### config.mk
export PLATFORM = sky130hd
export DESIGN_NAME = timer_sequencer
export DESIGN_NICKNAME = d
export VERILOG_FILES = /design/src/rtl/timer_sequencer.sv
export SDC_FILE = /design/constraint.sdc
export NUM_CORES = 1
export LEC_CHECK = 0
export ABC_AREA = 1
export CAP_MARGIN = 20
export CORE_MARGIN = 10
export CORE_UTILIZATION = 35
export CTS_CLUSTER_DIAMETER = 60
export DETAILED_ROUTE_END_ITERATION = 10
export GPL_TIMING_DRIVEN = 0
export HOLD_SLACK_MARGIN = 0.03
export PLACE_DENSITY = 0.61
export REMOVE_ABC_BUFFERS = 1
export SLEW_MARGIN = 20
export SYNTH_ARGS = -nofsm -noshare
export SYNTH_HDL_FRONTEND = slang
export SYNTH_SLANG_ARGS = --single-unit
### constraint.sdc
create_clock -name timer_clock -period 2.9 [get_ports timer_clock]
set_input_delay 0.58 -clock timer_clock [delete_from_list [all_inputs] [get_ports timer_clock]]
set_output_delay 0.58 -clock timer_clock [all_outputs]
set_load 0.05 [all_outputs]
### src/rtl/timer_sequencer.sv
// rtl/timer_sequencer.sv - queues segment durations and arms the load/expire timer one segment at a time
// Clears the timer's sticky expiry through tmr_clr_n before every load; all outputs are flops.
module timer_sequencer #(
   parameter int DATA_W = 10,
   parameter int DEPTH  = 4
) (
   input  logic                     timer_clock,
   input  logic                     timer_rstn,
   input  logic                     push,
   input  logic [DATA_W-1:0]        push_data,
   output logic                     push_ovf,
   output logic                     full,
   output logic [$clog2(DEPTH):0]   level,
   input  logic                     start,
   input  logic                     abort,
   output logic                     busy,
   output logic                     seg_done,
   output logic                     all_done,
   output logic                     tmr_clr_n,
   output logic                     tmr_load,
   output logic [DATA_W-1:0]        tmr_data,
   input  logic                     tmr_expired
);

   localparam int PTR_W = $clog2(DEPTH);
   localparam logic [PTR_W:0]   FULL_LVL = DEPTH[PTR_W:0];
   localparam logic [PTR_W:0]   LVL_ONE  = 1;
   localparam logic [PTR_W-1:0] PTR_ONE  = 1;

   typedef enum logic [2:0] {
      S_IDLE,
      S_CLR,
      S_LOAD,
      S_RUN,
      S_SEG,
      S_ABT
   } state_t;

   state_t            state;
   state_t            nstate;
   logic [DATA_W-1:0] mem [DEPTH];
   logic [PTR_W-1:0]  wr_ptr;
   logic [PTR_W-1:0]  rd_ptr;
   logic              pop;
   logic              wr_en;
   logic [PTR_W:0]    level_nxt;

   // In SEG the registered all_done flag decides the exit, so the pulse and the branch always agree.
   always_comb begin
      nstate = state;
      if (abort) begin
         nstate = S_ABT;
      end else begin
         case (state)
            S_IDLE:  if (start && level != '0) nstate = S_CLR;
            S_CLR:   nstate = S_LOAD;
            S_LOAD:  nstate = S_RUN;
            S_RUN:   if (tmr_expired) nstate = S_SEG;
            S_SEG:   nstate = all_done ? S_IDLE : S_CLR;
            S_ABT:   nstate = S_IDLE;
            default: nstate = S_IDLE;
         endcase
      end
   end

   assign pop   = (nstate == S_CLR);
   assign wr_en = push && !abort && (!full || pop);

   always_comb begin
      level_nxt = level;
      if (abort) begin
         level_nxt = '0;
      end else begin
         case ({wr_en, pop})
            2'b10:   level_nxt = level + LVL_ONE;
            2'b01:   level_nxt = level - LVL_ONE;
            default: level_nxt = level;
         endcase
      end
   end

   always_ff @(posedge timer_clock) begin
      if (wr_en) mem[wr_ptr] <= push_data;
   end

   always_ff @(posedge timer_clock or negedge timer_rstn) begin
      if (!timer_rstn) begin
         state     <= S_IDLE;
         wr_ptr    <= '0;
         rd_ptr    <= '0;
         level     <= '0;
         full      <= 1'b0;
         push_ovf  <= 1'b0;
         busy      <= 1'b0;
         seg_done  <= 1'b0;
         all_done  <= 1'b0;
         tmr_clr_n <= 1'b0;
         tmr_load  <= 1'b0;
         tmr_data  <= '0;
      end else begin
         state    <= nstate;
         level    <= level_nxt;
         full     <= (level_nxt == FULL_LVL);
         push_ovf <= push && !abort && full && !pop;
         if (nstate == S_ABT) begin
            wr_ptr <= '0;
            rd_ptr <= '0;
         end else begin
            if (wr_en) wr_ptr <= wr_ptr + PTR_ONE;
            if (pop)   rd_ptr <= rd_ptr + PTR_ONE;
         end
         if (pop) tmr_data <= mem[rd_ptr];
         // Decoded from next state so tmr_clr_n never sees a combinational glitch.
         busy      <= (nstate != S_IDLE);
         tmr_clr_n <= !((nstate == S_CLR) || (nstate == S_ABT));
         tmr_load  <= (nstate == S_LOAD);
         seg_done  <= (nstate == S_SEG);
         all_done  <= (nstate == S_SEG) && (level_nxt == '0);
      end
   end

endmodule

==> results.py, run 1 <==
metrics = {
    "logic_synthesis": {
        "synthXorXnorAreaFrac_pct": 0.320,
        "synth.area.mux_share_pct": 0,
        "synth-compound-area-share_pct": 7.54,
        "synthSimpleGateAreaFrac_pct": 16.2,
        "synth_top_family_by_area": "simple AND/OR/NAND/NOR gates",
        "synth_top_area_share_pct": 43.9,
        "syn_inst": 241,
        "synth_area_leaders": "edfxtp_1 44%, dfrtp_1 25%, nand2_1 6.9%",
        "synth_seq_cells": 67,
        "yosysUniqueCellTypes": 28,
        "avgSynthCellArea_um2": 11.4,
        "yosys.area_share.adder_pct": 3.02,
        "yosys_warnings": 0,
        "yosys.area.top_type": "edfxtp_1",
        "seq_area_frac_synth_pct": 68.5,
        "synth_area_um2": 2740,
    },
    "placement": {
        "gp_congestion": 0.704,
        "dpl_worst_slack_ps": -681,
        "dp_hpwl_um": 3550,
        "port-buffer-count": 35,
        "dpl-instance-area_um2": 3170,
        "dp.cells": 370,
    },
    "layout": {
        "final_cell_mix": "49 x nand2_1, 40 x edfxtp_1, 35 x nor2_1",
        "antenna_cells": 0,
        "syn_to_final_growth_pct": 26.5,
        "final_nets": 305,
        "instances_no_fill": 390,
        "final_area_um2": 3470,
        "drive_above_1_share_pct": 12.8,
        "final_common_cell": "nand2_1",
    },
    "timing": {
        "setup_slack_ps": 214,
        "period_share_pct": 92.6,
        "fmax_ghz": 0.372,
        "finalSetupViolCount": 0,
        "max_slew_margin_pct": 32.8,
        "fin_skew_ps": 8.54,
        "worst_pin_slew_ps": 1000,
        "hold_ws_ps": 269,
        "finalMaxSlewViolations": 0,
        "final.min_clock_period_ps": 2690,
        "hold_viol_final": 0,
        "rsz0062_at_grt": "no",
    },
    "clocking": {
        "numCtsBuffers": 9,
        "clockBufferDepth": 2,
        "clk_latency_ps": 340,
        "cts_root_buf": "clkbuf_8",
        "h-tree-depth": 3,
        "path_clk_slew_ps": 70,
        "hold_buffers": 0,
        "cts.sinks": 67,
        "cts_tree": "built",
    },
    "critical_path": {
        "reg2regPathDepth": 11,
        "critPathMaxStageDelay_ps": 460,
        "required_ps": 3140,
        "path_max_fanout": 7,
        "critPathLaunchType": "input port",
        "crit_type": "input port to flip-flop",
        "slowest_stage": "clkdlybuf4s50_1",
        "critPathArrivalTime_ps": 2930,
        "endpoint_kind": "flip-flop",
        "path_cells": "clkdlybuf4s50_1 > nand2_1 > nand2_1 > nand2_2 > nand2_4 > nand3_4 > nand2_2 > nand2_4 > ha_2 > fa_2 > a21o_1 > nor3b_2 > nor3_2 > nor4_1",
    },
    "die": {
        "coreArea_um2": 7690,
        "fp-row-count": 32,
        "pin_count": 36,
        "die_w_um": 108,
        "die_area_um2": 11800,
        "initial_core_util_pct": 35.6,
        "chipHeight_um": 108,
    },
    "route": {
        "vias_per_cell": 4.73,
        "vias": 1846,
        "drtPass1Iterations": 4,
        "wl_um": 5730,
        "routedWlPerCell_um": 14.7,
        "drc": 0,
        "detail-route-antenna-nets": 0,
        "drtIter0Drc": 93,
    },
    "flow_run": {
        "drv_cap": 0,
    },
    "global_routing": {
        "grt_max_degree": 28,
        "antenna_found_initial": 0,
        "grt_pass1_vias": 1816,
        "grt_pass1_wl_um": 9330,
        "grtUsageTotal_pct": 10.5,
        "grt_overflow": 0,
    },
    "pwr": {
        "irDropWorstVdd_v": 0.000499,
        "p_per_area_nw_per_um2": 891,
        "power_mw": 3.09,
        "leakage_nw": 1.42,
    },
    "outcome": {
        "status": "complete, no violations",
    },
    "worst_hold_path": {
        "hp-class": "input port to asynchronous set/reset pin",
    },
}
==> state kept, by name, summed over array words and instances (netlist names) <==
signal,cells
all_done,1
full,1
tmr_data,10
tmr_load,1
push_ovf,1
state,3
wr_ptr,2
mem,40
tmr_clr_n,1
busy,1
level,3
rd_ptr,2
seg_done,1
==> critical path, delay by kind of cell <==
kind | cells | cell delay (ps)
adder cells (fa/ha/maj) | 2 | 550
AO/OA/AOI/OAI | 1 | 190
buffers and inverters | 1 | 460
AND/OR/NAND/NOR | 10 | 1160
==> layer usage <==
layer | track usage [%] | vias to the layer above | part of all wire [%]
met5 | 0 | - | 0
met4 | 2.26 | 0 | 0.54
met3 | 5.77 | 6 | 7.7
met2 | 16.8 | 44 | 50
met1 | 12.1 | 906 | 42
li1 | - | 890 | -
==> kinds of logic after synthesis <==
logic type | after synthesis
XOR/XNOR | 1
AO/OA/AOI/OAI | 36
AND/OR/NAND/NOR | 103
flip-flops | 67
buffers and inverters | 28
adder cells (fa/ha/maj) | 6
==> worst paths after layout <==
kind                                         startpoint                      end  slack, ps
max in group asynchronous                    timer_rstn  tmr_data[7]$_DFFE_PN0N_       2200
worst max register to register       state[0]$_DFF_PN0_       all_done$_DFF_PN0_        270
worst max-delay path                              start       all_done$_DFF_PN0_        210
min in group timer_clock        tmr_data[8]$_DFFE_PN0N_  tmr_data[8]$_DFFE_PN0N_        480
worst min-delay path                         timer_rstn       level[1]$_DFF_PN0_        270
worst min register to register  tmr_data[8]$_DFFE_PN0N_  tmr_data[8]$_DFFE_PN0N_        480
==> layout make-up <==
| cell class | instances | area, µm² |
|---|---|---|
| clock buffer | 9 | 124 |
| clock inverter | 7 | 115 |
| fill | 756 | 4220 |
| inverter | 20 | 77.6 |
| multi-input combinational | 146 | 768 |
| sequential | 67 | 1880 |
| tap | 102 | 128 |
| timing repair buffer | 39 | 377 |
==> power by group <==
group / total [mW] / internal (mW) / switching, mW
Clock: 0.921 / 0.569 / 0.352
Combinational: 0.917 / 0.306 / 0.611
Sequential: 1.25 / 1.13 / 0.118
Total: 3.09 / 2.01 / 1.08
==> cell usage after synthesis <==
cell	count
nand3_4	1
nor4_1	2
a21oi_1	1
or2_1	1
o22ai_1	10
nor3_1	1
fa_1	1
nand2_2	1
a21oi_2	3
nand2_4	2
buf_6	2
ha_1	5
nor2_2	2
nand4_1	1
nand3_1	4
nor2_1	37
inv_1	19
xnor2_1	1
dfrtp_1	27
edfxtp_1	40
nand2_1	50
o21ai_0	21
inv_2	1
buf_2	1
a21o_1	1
clkbuf_1	4
nor3b_1	1
buf_1	1
==> what timing repair did <==
item,in CTS,in global routing
setup endpoints to repair,33,3
gates cloned,0,0
resized for setup,3,8
setup buffers,2,2
pin swaps,0,3
==> through the flow <==
| stage | util [%] | setup TNS [ps] |
|---|---|---|
| 4_1_cts | 44.5 | 0 |
| 3_3_place_gp | 41.2 | -19500 |
| 5_1_grt | 45.1 | 0 |
| 2_1_floorplan | - | 0 |
| 3_5_place_dp | 41.2 | -18540 |
| 6_report | 45.1 | 0 |
No activity file was read; power rests on OpenSTA's default activity.
==> run 2: changes to the inputs <==
- SKIP_CTS_REPAIR_TIMING: default -> 1
==> results.py, run 2 (synthesis gave the netlist of run 1 again) <==
metrics = {
    "placement": {
        "dpl-instance-area_um2": 3170,
        "dpl_worst_slack_ps": -681,
        "port-buffer-count": 35,
        "gp_congestion": 0.704,
        "dp_hpwl_um": 3550,
    },
    "die": {
        "chipHeight_um": 108,
        "die_area_um2": 11800,
        "pin_count": 36,
        "coreArea_um2": 7690,
        "initial_core_util_pct": 35.6,
        "die_w_um": 108,
        "fp-row-count": 32,
    },
    "layout": {
        "final_area_um2": 3500,
        "final_nets": 307,
        "regMostFlops": "mem",
        "drive_above_1_share_pct": 13.4,
        "largest_reg_flops": 40,
        "reg.largest.list": "mem: 40 flops, tmr_data: 10 flops",
        "antenna_cells": 0,
        "final_common_cell": "nand2_1",
        "final_cell_mix": "49 x nand2_1, 40 x edfxtp_1, 35 x nor2_1",
        "syn_to_final_growth_pct": 27.8,
    },
    "pwr": {
        "leakage_nw": 1.44,
        "p_per_area_nw_per_um2": 886,
        "irDropWorstVdd_v": 0.000497,
    },
    "route": {
        "vias": 1847,
        "wl_um": 5840,
        "drt-met1-wl_um": 2470,
        "drc": 0,
        "top_layer_used": "met4",
        "vias_per_cell": 4.71,
        "routedWlPerCell_um": 14.9,
        "drtPass1Iterations": 6,
        "detail-route-antenna-nets": 0,
        "drtIter0Drc": 95,
        "wl_met2_um": 2920,
        "wl_met3_um": 421,
    },
    "clocking": {
        "cts_tree": "built",
        "clockBufferDepth": 2,
        "cts.sinks": 67,
        "path_clk_slew_ps": 70,
        "clk_latency_ps": 340,
        "h-tree-depth": 3,
        "cts_root_buf": "clkbuf_8",
        "numCtsBuffers": 9,
    },
    "timing": {
        "finalMaxSlewViolations": 0,
        "rsz0062_at_grt": "no",
        "setup_slack_ps": 183,
        "max_slew_margin_pct": 32.5,
        "final.min_clock_period_ps": 2720,
        "fmax_ghz": 0.368,
        "finalSetupViolCount": 0,
        "period_share_pct": 93.7,
        "fin_skew_ps": 7.73,
        "hold_viol_final": 0,
        "worst_pin_slew_ps": 1010,
    },
    "global_routing": {
        "grt_pass1_vias": 1814,
        "antenna_found_initial": 0,
        "grt_pass1_wl_um": 9250,
        "grt_overflow": 0,
        "grt_max_degree": 28,
        "grtUsageTotal_pct": 10.4,
    },
    "worst_hold_path": {
        "hp-class": "input port to asynchronous set/reset pin",
    },
    "outcome": {
        "status": "complete, no violations",
    },
    "critical_path": {
        "crit_type": "input port to flip-flop",
        "critPathLaunchType": "input port",
        "path_max_fanout": 7,
        "required_ps": 3140,
        "endpoint_kind": "flip-flop",
        "critPathArrivalTime_ps": 2960,
        "reg2regPathDepth": 11,
    },
    "flow_run": {
        "drv_cap": 0,
    },
}
==> run 2: cell count changes in the layout (fill, tap and decap cells not counted), sizes merged <==
cell and delta:
dlygate4sd2 -1, dlymetal6s2s +1, buf +2
==> run 2: power by group <==
group / leakage [nW] / switching, mW / internal (mW)
clock: 0.119 / 0.352 / 0.569
sequential: 0.703 / 0.119 / 1.13
combinational: 0.619 / 0.615 / 0.313
==> run 2: worst max-delay path, stage by stage <==
cell and delay (ps):
clkdlybuf4s50_1 460, nand2_1 60, nand2_1 60, nand2_2 70
nand2_4 90, nand3_4 130, nand2_4 120, nand2_4 80
ha_4 180, fa_2 350, a21o_1 190, nor3b_2 230
nor3_2 70, nor4_1 270
==> run 2: per-layer routing <==
metal	vias up	GRT usage, %
met5	-	0
met3	4	5.77
met2	46	16.4
li1	892	-
met1	905	12.1
met4	0	2.26
==> run 2: path summary, 6_finish.rpt <==
path,from,end,slack (ps)
max,start,all_done$_DFF_PN0_,180
min,timer_rstn,level[1]$_DFF_PN0_,270
max reg2reg,state[0]$_DFF_PN0_,all_done$_DFF_PN0_,230
min reg2reg,tmr_data[8]$_DFFE_PN0N_,tmr_data[8]$_DFFE_PN0N_,480
max in group asynchronous,timer_rstn,tmr_data[4]$_DFFE_PN0N_,2200
min in group timer_clock,tmr_data[8]$_DFFE_PN0N_,tmr_data[8]$_DFFE_PN0N_,480
==> run 2: stage by stage <==
stage	TNS [ps]	util (%)	std cells	hold slack, ps	power [mW]
2_1_floorplan	0	-	233	284	1.85
3_3_place_gp	-19500	41.2	370	465	2.16
3_5_place_dp	-18540	41.2	370	468	2.18
4_1_cts	-2670	44.3	386	272	3.11
5_1_grt	0	45.5	392	300	3.27
6_report	0	45.5	392	268	3.10
==> run 2: layout make-up <==
| type | count | area (µm²) |
|---|---|---|
| multi-input combinational | 146 | 783 |
| clock buffer | 9 | 124 |
| timing repair buffer | 41 | 395 |
| clock inverter | 7 | 115 |
| tap | 102 | 128 |
| fill | 760 | 4190 |
| sequential | 67 | 1880 |
| inverter | 20 | 77.6 |
